**src/rtl/lsb_mem_ctrl_pkg.sv**
```systemverilog
// Shared encodings for the LSB memory-side responder: access sizes, IO region select, FSM states.
package lsb_mem_ctrl_pkg;

  localparam int ROB_WIDTH_BIT = 4;

  localparam logic [1:0] MEM_SIZE_B = 2'd0;
  localparam logic [1:0] MEM_SIZE_H = 2'd1;
  localparam logic [1:0] MEM_SIZE_W = 2'd2;

  localparam logic [1:0] IO_SEL_DEF = 2'b11;

  typedef enum logic [1:0] {
    ST_IDLE    = 2'd0,
    ST_IO_WAIT = 2'd1,
    ST_LOAD    = 2'd2,
    ST_STORE   = 2'd3
  } state_e;

  // Reserved size code 3 is handled as a word access.
  function automatic logic [2:0] byte_count(input logic [1:0] size);
    case (size)
      MEM_SIZE_B: byte_count = 3'd1;
      MEM_SIZE_H: byte_count = 3'd2;
      default:    byte_count = 3'd4;
    endcase
  endfunction

endpackage

```
**src/rtl/lsb_mem_ctrl_if.sv**
```systemverilog
// Request/response handshake between the load/store buffer (master) and the memory controller (slave).
interface lsb_mem_ctrl_if
  import lsb_mem_ctrl_pkg::*;
#(
  parameter int ROB_W = ROB_WIDTH_BIT
) ();

  logic             req_valid;
  logic             req_ready;
  logic             req_we;
  logic [1:0]       req_size;
  logic             req_signed;
  logic [31:0]      req_addr;
  logic [31:0]      req_wdata;
  logic [ROB_W-1:0] req_rob;
  logic             resp_valid;
  logic [31:0]      resp_data;
  logic [ROB_W-1:0] resp_rob;

  modport master (
    output req_valid, req_we, req_size, req_signed, req_addr, req_wdata, req_rob,
    input  req_ready, resp_valid, resp_data, resp_rob
  );

  modport slave (
    input  req_valid, req_we, req_size, req_signed, req_addr, req_wdata, req_rob,
    output req_ready, resp_valid, resp_data, resp_rob
  );

endinterface

```
**src/rtl/lsb_load_ext.sv**
```systemverilog
// Sign/zero extension of assembled load data; shared with any future direct-IO load path.
module lsb_load_ext
  import lsb_mem_ctrl_pkg::*;
(
  input  logic [31:0] raw_i,
  input  logic [1:0]  size_i,
  input  logic        signed_i,
  output logic [31:0] ext_o
);

  // Extend from bit 7 or bit 15 depending on access size.
  always_comb begin
    ext_o = raw_i;
    case (size_i)
      MEM_SIZE_B: ext_o = {{24{signed_i & raw_i[7]}}, raw_i[7:0]};
      MEM_SIZE_H: ext_o = {{16{signed_i & raw_i[15]}}, raw_i[15:0]};
      default:    ext_o = raw_i;
    endcase
  end

endmodule

```
**src/rtl/lsb_mem_ctrl.sv**
```systemverilog
// Memory-side responder for the LSB: performs one load/store at a time as little-endian
// byte-serial accesses on the 8-bit RAM/IO port and returns one response per request.
module lsb_mem_ctrl
  import lsb_mem_ctrl_pkg::*;
#(
  parameter int         ROB_W  = ROB_WIDTH_BIT,
  parameter logic [1:0] IO_SEL = IO_SEL_DEF
) (
  input  logic                 clk_in,
  input  logic                 rst_n_in,
  input  logic                 rdy_in,
  input  logic                 flush_in,
  lsb_mem_ctrl_if.slave        lsb,
  input  logic [7:0]           mem_din,
  output logic [7:0]           mem_dout,
  output logic [31:0]          mem_a,
  output logic                 mem_wr,
  input  logic                 io_buffer_full
);

  state_e           state_q;
  logic [2:0]       cnt_q;
  logic [31:0]      addr_q, wdata_q, data_q;
  logic [1:0]       size_q;
  logic             signed_q;
  logic [ROB_W-1:0] rob_q;
  logic             wr_q, resp_valid_q;
  logic [31:0]      resp_data_q, mem_a_q;
  logic [ROB_W-1:0] resp_rob_q;
  logic [7:0]       mem_dout_q;
  logic             paused_q;
  logic [7:0]       din_q;

  logic [2:0]  n_s;
  logic        accept_s;
  logic [7:0]  din_s, wbyte_s;
  logic [31:0] raw_s, ext_s, next_a_s;

  assign n_s      = byte_count(size_q);
  assign accept_s = lsb.req_valid && lsb.req_ready;
  assign next_a_s = addr_q + {29'd0, cnt_q};
  // The RAM keeps reading the held address during a pause, so the byte that was valid
  // when the pause began is snapshotted and consumed on the first resumed edge.
  assign din_s    = paused_q ? din_q : mem_din;

  // Store byte for the next write slot.
  always_comb begin
    wbyte_s = wdata_q[7:0];
    case (cnt_q[1:0])
      2'd0:    wbyte_s = wdata_q[7:0];
      2'd1:    wbyte_s = wdata_q[15:8];
      2'd2:    wbyte_s = wdata_q[23:16];
      default: wbyte_s = wdata_q[31:24];
    endcase
  end

  // Load data with this cycle's incoming byte merged into its lane.
  always_comb begin
    raw_s = data_q;
    case (cnt_q)
      3'd2:    raw_s[7:0]   = din_s;
      3'd3:    raw_s[15:8]  = din_s;
      3'd4:    raw_s[23:16] = din_s;
      3'd5:    raw_s[31:24] = din_s;
      default: raw_s = data_q;
    endcase
  end

  lsb_load_ext u_ext (
    .raw_i    (raw_s),
    .size_i   (size_q),
    .signed_i (signed_q),
    .ext_o    (ext_s)
  );

  // Controller FSM with registered bus and response outputs.
  always_ff @(posedge clk_in or negedge rst_n_in) begin
    if (!rst_n_in) begin
      state_q      <= ST_IDLE;
      cnt_q        <= 3'd0;
      addr_q       <= 32'd0;
      wdata_q      <= 32'd0;
      data_q       <= 32'd0;
      size_q       <= 2'd0;
      signed_q     <= 1'b0;
      rob_q        <= '0;
      wr_q         <= 1'b0;
      resp_valid_q <= 1'b0;
      resp_data_q  <= 32'd0;
      resp_rob_q   <= '0;
      mem_a_q      <= 32'd0;
      mem_dout_q   <= 8'd0;
      paused_q     <= 1'b0;
      din_q        <= 8'd0;
    end else if (!rdy_in) begin
      if (!paused_q) begin
        din_q    <= mem_din;
        paused_q <= 1'b1;
      end
    end else begin
      paused_q     <= 1'b0;
      resp_valid_q <= 1'b0;
      case (state_q)
        ST_IDLE: begin
          wr_q <= 1'b0;
          if (accept_s) begin
            addr_q   <= lsb.req_addr;
            wdata_q  <= lsb.req_wdata;
            size_q   <= lsb.req_size;
            signed_q <= lsb.req_signed;
            rob_q    <= lsb.req_rob;
            data_q   <= 32'd0;
            mem_a_q  <= lsb.req_addr;
            cnt_q    <= 3'd1;
            if (lsb.req_we && (lsb.req_addr[17:16] == IO_SEL) && io_buffer_full) begin
              state_q <= ST_IO_WAIT;
            end else if (lsb.req_we) begin
              state_q    <= ST_STORE;
              wr_q       <= 1'b1;
              mem_dout_q <= lsb.req_wdata[7:0];
            end else begin
              state_q <= ST_LOAD;
            end
          end
        end
        ST_IO_WAIT: begin
          if (!io_buffer_full) begin
            state_q    <= ST_STORE;
            wr_q       <= 1'b1;
            mem_a_q    <= addr_q;
            mem_dout_q <= wdata_q[7:0];
            cnt_q      <= 3'd1;
          end
        end
        ST_STORE: begin
          if (cnt_q == n_s) begin
            state_q      <= ST_IDLE;
            wr_q         <= 1'b0;
            resp_valid_q <= 1'b1;
            resp_data_q  <= 32'd0;
            resp_rob_q   <= rob_q;
          end else begin
            mem_a_q    <= next_a_s;
            mem_dout_q <= wbyte_s;
            cnt_q      <= cnt_q + 3'd1;
          end
        end
        ST_LOAD: begin
          if (flush_in) begin
            state_q <= ST_IDLE;
          end else begin
            data_q <= raw_s;
            cnt_q  <= cnt_q + 3'd1;
            if (cnt_q < n_s) begin
              mem_a_q <= next_a_s;
            end
            if (cnt_q == n_s + 3'd1) begin
              state_q      <= ST_IDLE;
              resp_valid_q <= 1'b1;
              resp_data_q  <= ext_s;
              resp_rob_q   <= rob_q;
            end
          end
        end
        default: begin
          state_q <= ST_IDLE;
          wr_q    <= 1'b0;
        end
      endcase
    end
  end

  assign lsb.req_ready  = (state_q == ST_IDLE) && rdy_in && !flush_in;
  assign lsb.resp_valid = resp_valid_q && rdy_in;
  assign lsb.resp_data  = resp_data_q;
  assign lsb.resp_rob   = resp_rob_q;
  assign mem_wr         = wr_q && rdy_in;
  assign mem_a          = mem_a_q;
  assign mem_dout       = mem_dout_q;

endmodule

```
**src/flat_wrapper.sv**
```systemverilog
// flat-port wrapper written by rule: the top's interface ports become plain ports
module lsb_mem_ctrl_flat import lsb_mem_ctrl_pkg::*;
#(
  parameter int         ROB_W  = ROB_WIDTH_BIT,
  parameter logic [1:0] IO_SEL = IO_SEL_DEF
)
  (clk_in, rst_n_in, rdy_in, flush_in, mem_din, mem_dout, mem_a, mem_wr, io_buffer_full, lsb_req_valid, lsb_req_we, lsb_req_size, lsb_req_signed, lsb_req_addr, lsb_req_wdata, lsb_req_rob, lsb_req_ready, lsb_resp_valid, lsb_resp_data, lsb_resp_rob);
  lsb_mem_ctrl_if #(.ROB_W(ROB_W)) lsb_i ();
  input  logic clk_in;
  input  logic rst_n_in;
  input  logic rdy_in;
  input  logic flush_in;
  input  logic [7:0] mem_din;
  output logic [7:0] mem_dout;
  output logic [31:0] mem_a;
  output logic mem_wr;
  input  logic io_buffer_full;
  input wire logic [$bits(lsb_i.req_valid)-1:0] lsb_req_valid;
  input wire logic [$bits(lsb_i.req_we)-1:0] lsb_req_we;
  input wire logic [$bits(lsb_i.req_size)-1:0] lsb_req_size;
  input wire logic [$bits(lsb_i.req_signed)-1:0] lsb_req_signed;
  input wire logic [$bits(lsb_i.req_addr)-1:0] lsb_req_addr;
  input wire logic [$bits(lsb_i.req_wdata)-1:0] lsb_req_wdata;
  input wire logic [$bits(lsb_i.req_rob)-1:0] lsb_req_rob;
  output wire logic [$bits(lsb_i.req_ready)-1:0] lsb_req_ready;
  output wire logic [$bits(lsb_i.resp_valid)-1:0] lsb_resp_valid;
  output wire logic [$bits(lsb_i.resp_data)-1:0] lsb_resp_data;
  output wire logic [$bits(lsb_i.resp_rob)-1:0] lsb_resp_rob;
  assign lsb_i.req_valid = lsb_req_valid;
  assign lsb_i.req_we = lsb_req_we;
  assign lsb_i.req_size = lsb_req_size;
  assign lsb_i.req_signed = lsb_req_signed;
  assign lsb_i.req_addr = lsb_req_addr;
  assign lsb_i.req_wdata = lsb_req_wdata;
  assign lsb_i.req_rob = lsb_req_rob;
  assign lsb_req_ready = lsb_i.req_ready;
  assign lsb_resp_valid = lsb_i.resp_valid;
  assign lsb_resp_data = lsb_i.resp_data;
  assign lsb_resp_rob = lsb_i.resp_rob;
  lsb_mem_ctrl #(.ROB_W(ROB_W), .IO_SEL(IO_SEL)) u_core (.clk_in(clk_in), .rst_n_in(rst_n_in), .rdy_in(rdy_in), .flush_in(flush_in), .lsb(lsb_i), .mem_din(mem_din), .mem_dout(mem_dout), .mem_a(mem_a), .mem_wr(mem_wr), .io_buffer_full(io_buffer_full));
endmodule
```
**config.mk**
```make
export PLATFORM = sky130hd
export DESIGN_NAME = lsb_mem_ctrl_flat
export DESIGN_NICKNAME = d
export VERILOG_FILES = /design/src/rtl/lsb_mem_ctrl_pkg.sv /design/src/rtl/lsb_mem_ctrl_if.sv /design/src/rtl/lsb_load_ext.sv /design/src/rtl/lsb_mem_ctrl.sv /design/src/flat_wrapper.sv
export SDC_FILE = /design/constraint.sdc
export NUM_CORES = 1
export LEC_CHECK = 0
export CAP_MARGIN = 0
export CORE_ASPECT_RATIO = 0.5
export CORE_MARGIN = 10
export CORE_UTILIZATION = 40
export CTS_BUF_LIST = sky130_fd_sc_hd__clkbuf_16
export DETAILED_ROUTE_END_ITERATION = 7
export MAX_ROUTING_LAYER = met4
export PLACE_DENSITY = 0.7
export RECOVER_POWER = 50
export SETUP_SLACK_MARGIN = 0.2
export SYNTH_ARGS = -nofsm -noshare
export SYNTH_HDL_FRONTEND = slang
export SYNTH_SLANG_ARGS = --single-unit
```
**constraint.sdc**
```tcl
create_clock -name clk_in -period 4.1 [get_ports clk_in]
set_input_delay 1.025 -clock clk_in [delete_from_list [all_inputs] [get_ports clk_in]]
set_output_delay 1.025 -clock clk_in [all_outputs]
set_load 0.05 [all_outputs]
```
# Word-level counts from Yosys, hierarchy flattened
# Index checks and enable logic that the tools add are counted.
dict set report totals {
  ff_bits 195
  latchBits 0
  ramBits 0
  rom_bits 0
  in_bits 86
  mem_count 0
}
dict set report classes {
  add_sub_neg 3
  multipliers 0
  div 0
  order_cmp 1
  eq_ne 23
  n_shift 0
  n_mux 55
  bitwise_logic 2
  n_reduce_logical 22
}
# cell count
set op_table {}
lappend op_table {{$mux W32} 10}
lappend op_table {{$pmux W32 S2} 3}
lappend op_table {{$pmux W32 S4} 1}
lappend op_table {{$mux W8} 10}
lappend op_table {{$pmux W8 S3} 2}
lappend op_table {{$add A32 B3 Y32} 1}
lappend op_table {{$reduce_and A5 Y1} 3}
lappend op_table {{$mux W2} 6}
lappend op_table {{$mux W3} 4}
lappend op_table {{$mux W4} 3}
lappend op_table {{$pmux W3 S4} 1}
lappend op_table {{$mux W1} 10}
lappend op_table {{$ne A2 B2 Y1 const B} 5}
lappend op_table {{$eq A2 B2 Y1 const B} 4}
lappend op_table {{$ne A2 B1 Y1 const B} 4}
lappend op_table {{$pmux W2 S4} 1}
lappend op_table {{$pmux W4 S2} 1}
lappend op_table {{$reduce_and A4 Y1} 2}
lappend op_table {{$logic_and A1 B1 Y1} 7}
lappend op_table {{$reduce_and A7 Y1} 1}
lappend op_table {{$add A3 B1 Y3 const B} 2}
lappend op_table {{$eq A2 B1 Y1 const B} 3}
lappend op_table {{$eq A3 B2 Y1 const B} 2}
lappend op_table {{$eq A3 B3 Y1} 2}
lappend op_table {{13 further kinds} 18}

# Logic depth before layout (Yosys ltp)
dict set report depth {
  word_depth 7
  ltp_mapped 14
  ltp_nobuf 10
}

# By module
# A second synthesis with hierarchy kept.
dict set report hier_totals {
  cells_unflattened 1003
  area_unflattened_um2 9915.8
}
# mod n_inst cells_per_inst area_each_um2 seq_area_each_um2
set modules_own_cells {}
lappend modules_own_cells {lsb_mem_ctrl 1 937 9530.4 4879.7}
lappend modules_own_cells {lsb_load_ext 1 66 385.4 0.0}

# Worst setup path after synthesis
# OpenSTA, ideal clock, no wires.
dict set report synth_timing {
  path_type {input port to output port}
  from {input rdy_in}
  to {output lsb_req_ready}
  arrival_time_ns 2.557
  t_required_ns 3.075
  path_slack_ns 0.518
  stages 4
  n_path_buf 2
  cell_sequence {inv_1 clkbuf_1 buf_1 nor3_1}
}
dict set report synth_via {
  elab_chain_cells 2
}
# element line_no
set synth_rtl {}
lappend synth_rtl {{from (decl)} flat_wrapper.sv:11} ;# input logic rdy_in;
lappend synth_rtl {{$logic_and A1 B1 Y1 (2 in series)} lsb_mem_ctrl.sv:173} ;# assign lsb.req_ready = (state_q == ST_IDLE) && rdy_in && !flush_in;
lappend synth_rtl {{to (decl)} flat_wrapper.sv:25} ;# output wire logic [$bits(lsb_i.req_ready)-1:0] lsb_req_ready;
# Every way passes these cells.

# Final worst setup path
dict set report layout_timing {
  from {input rdy_in}
  to {output mem_wr}
}
dict set report layout_via {
  elab_chain_cells 1
}
# element line_no
set layout_rtl {}
lappend layout_rtl {{$logic_and A1 B1 Y1} lsb_mem_ctrl.sv:177} ;# assign mem_wr = wr_q && rdy_in;
lappend layout_rtl {{to (decl)} flat_wrapper.sv:16} ;# output logic mem_wr;
# Every way passes these cells.

==> results.cfg <==
[status]
status = finished, violations left
violations = capacitance limit, slew limit

[clock_network]
cts_resized = 0
post_cts_buffers = 0
clock_path_buffers = 2
cts_inserted_buffers = 17
numClockSinks = 195
htreeDepth = 4
clk_pin_slew_ps = 70
ctsHoldBuffers = 0
clk_latency_ps = 460
cts-root-buf = clkbuf_16
cts_tree = yes

[global_routing]
antenna_found_initial = 0
overflow = 0
grt_pass1_wl_um = 43970
grt_max_degree = 94
grt_pass1_vias = 8265
grt_use_total_pct = 18.27

[pwr]
p_sw_uw = 3585
power.density_nw_per_um2 = 693.2
swShare_pct = 43.39
ir_drop_uv = 385.1
internal-power_uw = 4677
clockPowerShare_pct = 20.8
pwr-share-comb_pct = 42.1
p_leak_uw = 0.005300
power_frac_seq_pct = 37.1

[cells_and_area]
nFillCells = 2096
multiInputGateArea_sq_um = 4193
seqCellArea_sq_um = 4880
diodes = 0
syn_to_final_growth_pct = 26.92
layout.nets = 1286
drive_gt1_share_pct = 6.339

[synthesis]
synthArstFlopShare_pct = 100.0
ys_seq_area_share_pct = 51.97
synth_edf_count = 0
synth_most_common_cell = nand2_1
yosys-top-cells-area = dfrtp_1 (52%), nand2_1 (13%), o21ai_0 (4.7%)
synthFlopType = dfrtp_1
netlist_instances = 1055
yosys_register_bits = 195
netlist.area_leader.share_pct = 51.97
syn_nets = 1155
yosysUniqueCellTypes = 64
syn_avg_cell_area_sq_um = 8.901
synth_top_cell_by_area = dfrtp_1
ys_top_cells_by_count = nand2_1 (324), dfrtp_1 (195), o21ai_0 (89), nor2_1 (65), clkbuf_1 (49)
yosysWarnings = 0
syn_area_sq_um = 9390

[detailed_routing]
final_antenna_net_count = 0
met2_length_um = 13620
drc_errors = 0
drt-total-wl_um = 27370
wl_per_cell_um = 18.17
dr_wl_met3_um = 1240
m1WireLength_um = 11990
highest_layer = met4
vias = 8318
first_iter_violations = 728
dr.pass1.iters = 5
viasPerCell = 5.523

[worst_setup_path]
critPathMaxFanout = 6
crit_type = primary input to output port
ff2ff_path_depth = 11
critical_path.cell_chain = dlygate4sd3_1 > and2_1 > clkdlybuf4s50_1
reg2reg_to = u_core.mem_a[13]
critical-path-max-stage-delay_ps = 800
critPathRequiredTime_ps = 3070
rr_startpoint = u_core.size_q[0]
reg2reg_slack_ps = 990
cp_slowest_cell = clkdlybuf4s50_1
cp_data_arrival_time_ps = 2670
critPathLaunchType = primary input
worstSetupEndpointType = output port

[floorplanning]
placementRows = 39
die_h_um = 128.3
core_area_sq_um = 22930
dieWidth_um = 236.7
initial_core_util_pct = 40.94
die-area_sq_um = 30380
io_pins = 165

[timing]
max_freq_mhz = 270.9
slew_viol_final = 93
fin_crit_ps = 3692
slew_headroom_pct = -60.22
tns_ps = 0
timing.final.crit_share_pct = 90.04
final_hold_viol_count = 0
rsz0062_at_grt = false
postLayoutSetupSlackWorst_ps = 408.3
finClkSkew_ps = 13.67
finalSetupViolCount = 0
worstMarginPinSlew_ps = 2403

[hold_path]
hold_class = flip-flop to flip-flop
min_from = u_core.rob_q[0]
holdPathEnd = u_core.rob_q[0]
hold_path_depth = 2

[placed_design]
port_buffers = 164
gp_congestion = 0.8662
dpl.hpwl_um = 19050
post-place-ws_ps = 477.3

[flow_run]
cap_violations = 1
## cells in the final DEF (no fill, tap or decap), types with 4 or more instances in the layout
master,n
nand2_1,323
dfrtp_1,195
clkdlybuf4s50_1,160
o21ai_0,89
nor2_1,64
a21oi_1,47
a22o_1,30
nand3_1,18
a31oi_1,17
clkbuf_16,17
inv_1,16
mux2i_1,15
nand4_1,15
ha_1,13
mux2_2,12
o211ai_1,11
o31ai_1,11
nor2b_1,9
buf_4,8
a22oi_1,7
a221oi_1,7
nor3_1,6
nor4_1,6
inv_6,6
buf_12,6
or2_2,5
a41oi_1,5
o311a_1,5
a211oi_1,4
or4_1,4
a2bb2oi_1,4
## how the worst max path moves through the flow
stage / start / end / slack (ps) / cells after the start
after floorplan: rdy_in / lsb_req_ready / 520 / 4
final: rdy_in / mem_wr / 410 / 3
after detailed placement: rdy_in / mem_wr / 480 / 3
after global placement: rdy_in / mem_wr / 480 / 3
after global routing: rdy_in / mem_wr / 370 / 3
after CTS: rdy_in / mem_wr / 470 / 3
## layer usage
metal,vias up,GRT usage (%)
met1,4136,21.62
met5,-,-
met2,205,30.82
li1,3941,-
met4,0,5.847
met3,36,3.973
## layout make-up
class                           instances  share of cell area (%)
Sequential cell                       195                   40.94
Multi-Input combinational cell        777                   35.18
Timing Repair Buffer                  179                   15.19
Clock buffer                           17                   3.570
Tap cell                              307                   3.223
Clock inverter                         15                   1.386
Inverter                               16                  0.5039
## power by group through the flow
stage | registers (uW) | logic (uW) | clock network, uW
3_5_place_dp | 3090 | 3490 | 0
3_3_place_gp | 3050 | 3410 | 0
5_1_grt | 3150 | 3840 | 1810
6_report | 3060 | 3480 | 1720
4_1_cts | 3060 | 3510 | 1740
2_1_floorplan | 3740 | 1630 | 0
## kinds of logic after synthesis
logic type / count (synthesis) / share of synthesized area (%)
DFF: 195 / 51.97
buffers and inverters: 83 / 3.544
and+or+nand+nor: 475 / 21.25
xor gates and xnor gates: 2 / 0.1866
AOI/OAI and AO/OA: 259 / 18.07
adders and majority gates: 14 / 1.945
muxes: 27 / 3.038
## state kept, by name (all words and copies together), names as in the netlist, 2 cells and up
name / flops
u_core.addr_q: 32
u_core.cnt_q: 3
u_core.data_q: 32
u_core.din_q: 8
u_core.lsb.resp_data: 32
u_core.lsb.resp_rob: 4
u_core.mem_a: 32
u_core.mem_dout: 8
u_core.rob_q: 4
u_core.size_q: 2
u_core.state_q: 2
u_core.wdata_q: 32
## critical path: cells and delay by family
kind	cells	cell delay (ps)
buf+inv	2	1470
simple gates	1	170
## metrics by stage
| stage | cells | hold slack (ps) | total power, uW | util [%] | cell area (sq um) |
|---|---|---|---|---|---|
| floorplan | 1055 | 441.7 | 5378 | - | 9390 |
| global placement | 1474 | 455.1 | 6460 | 49.47 | 11350 |
| detailed placement | 1474 | 460.3 | 6577 | 49.47 | 11350 |
| CTS | 1506 | 477.6 | 8302 | 52.05 | 11940 |
| global route | 1506 | 504.3 | 8790 | 51.96 | 11920 |
| finish | 1506 | 472.9 | 8262 | 51.96 | 11920 |
(Power assumes the default switching activity.)
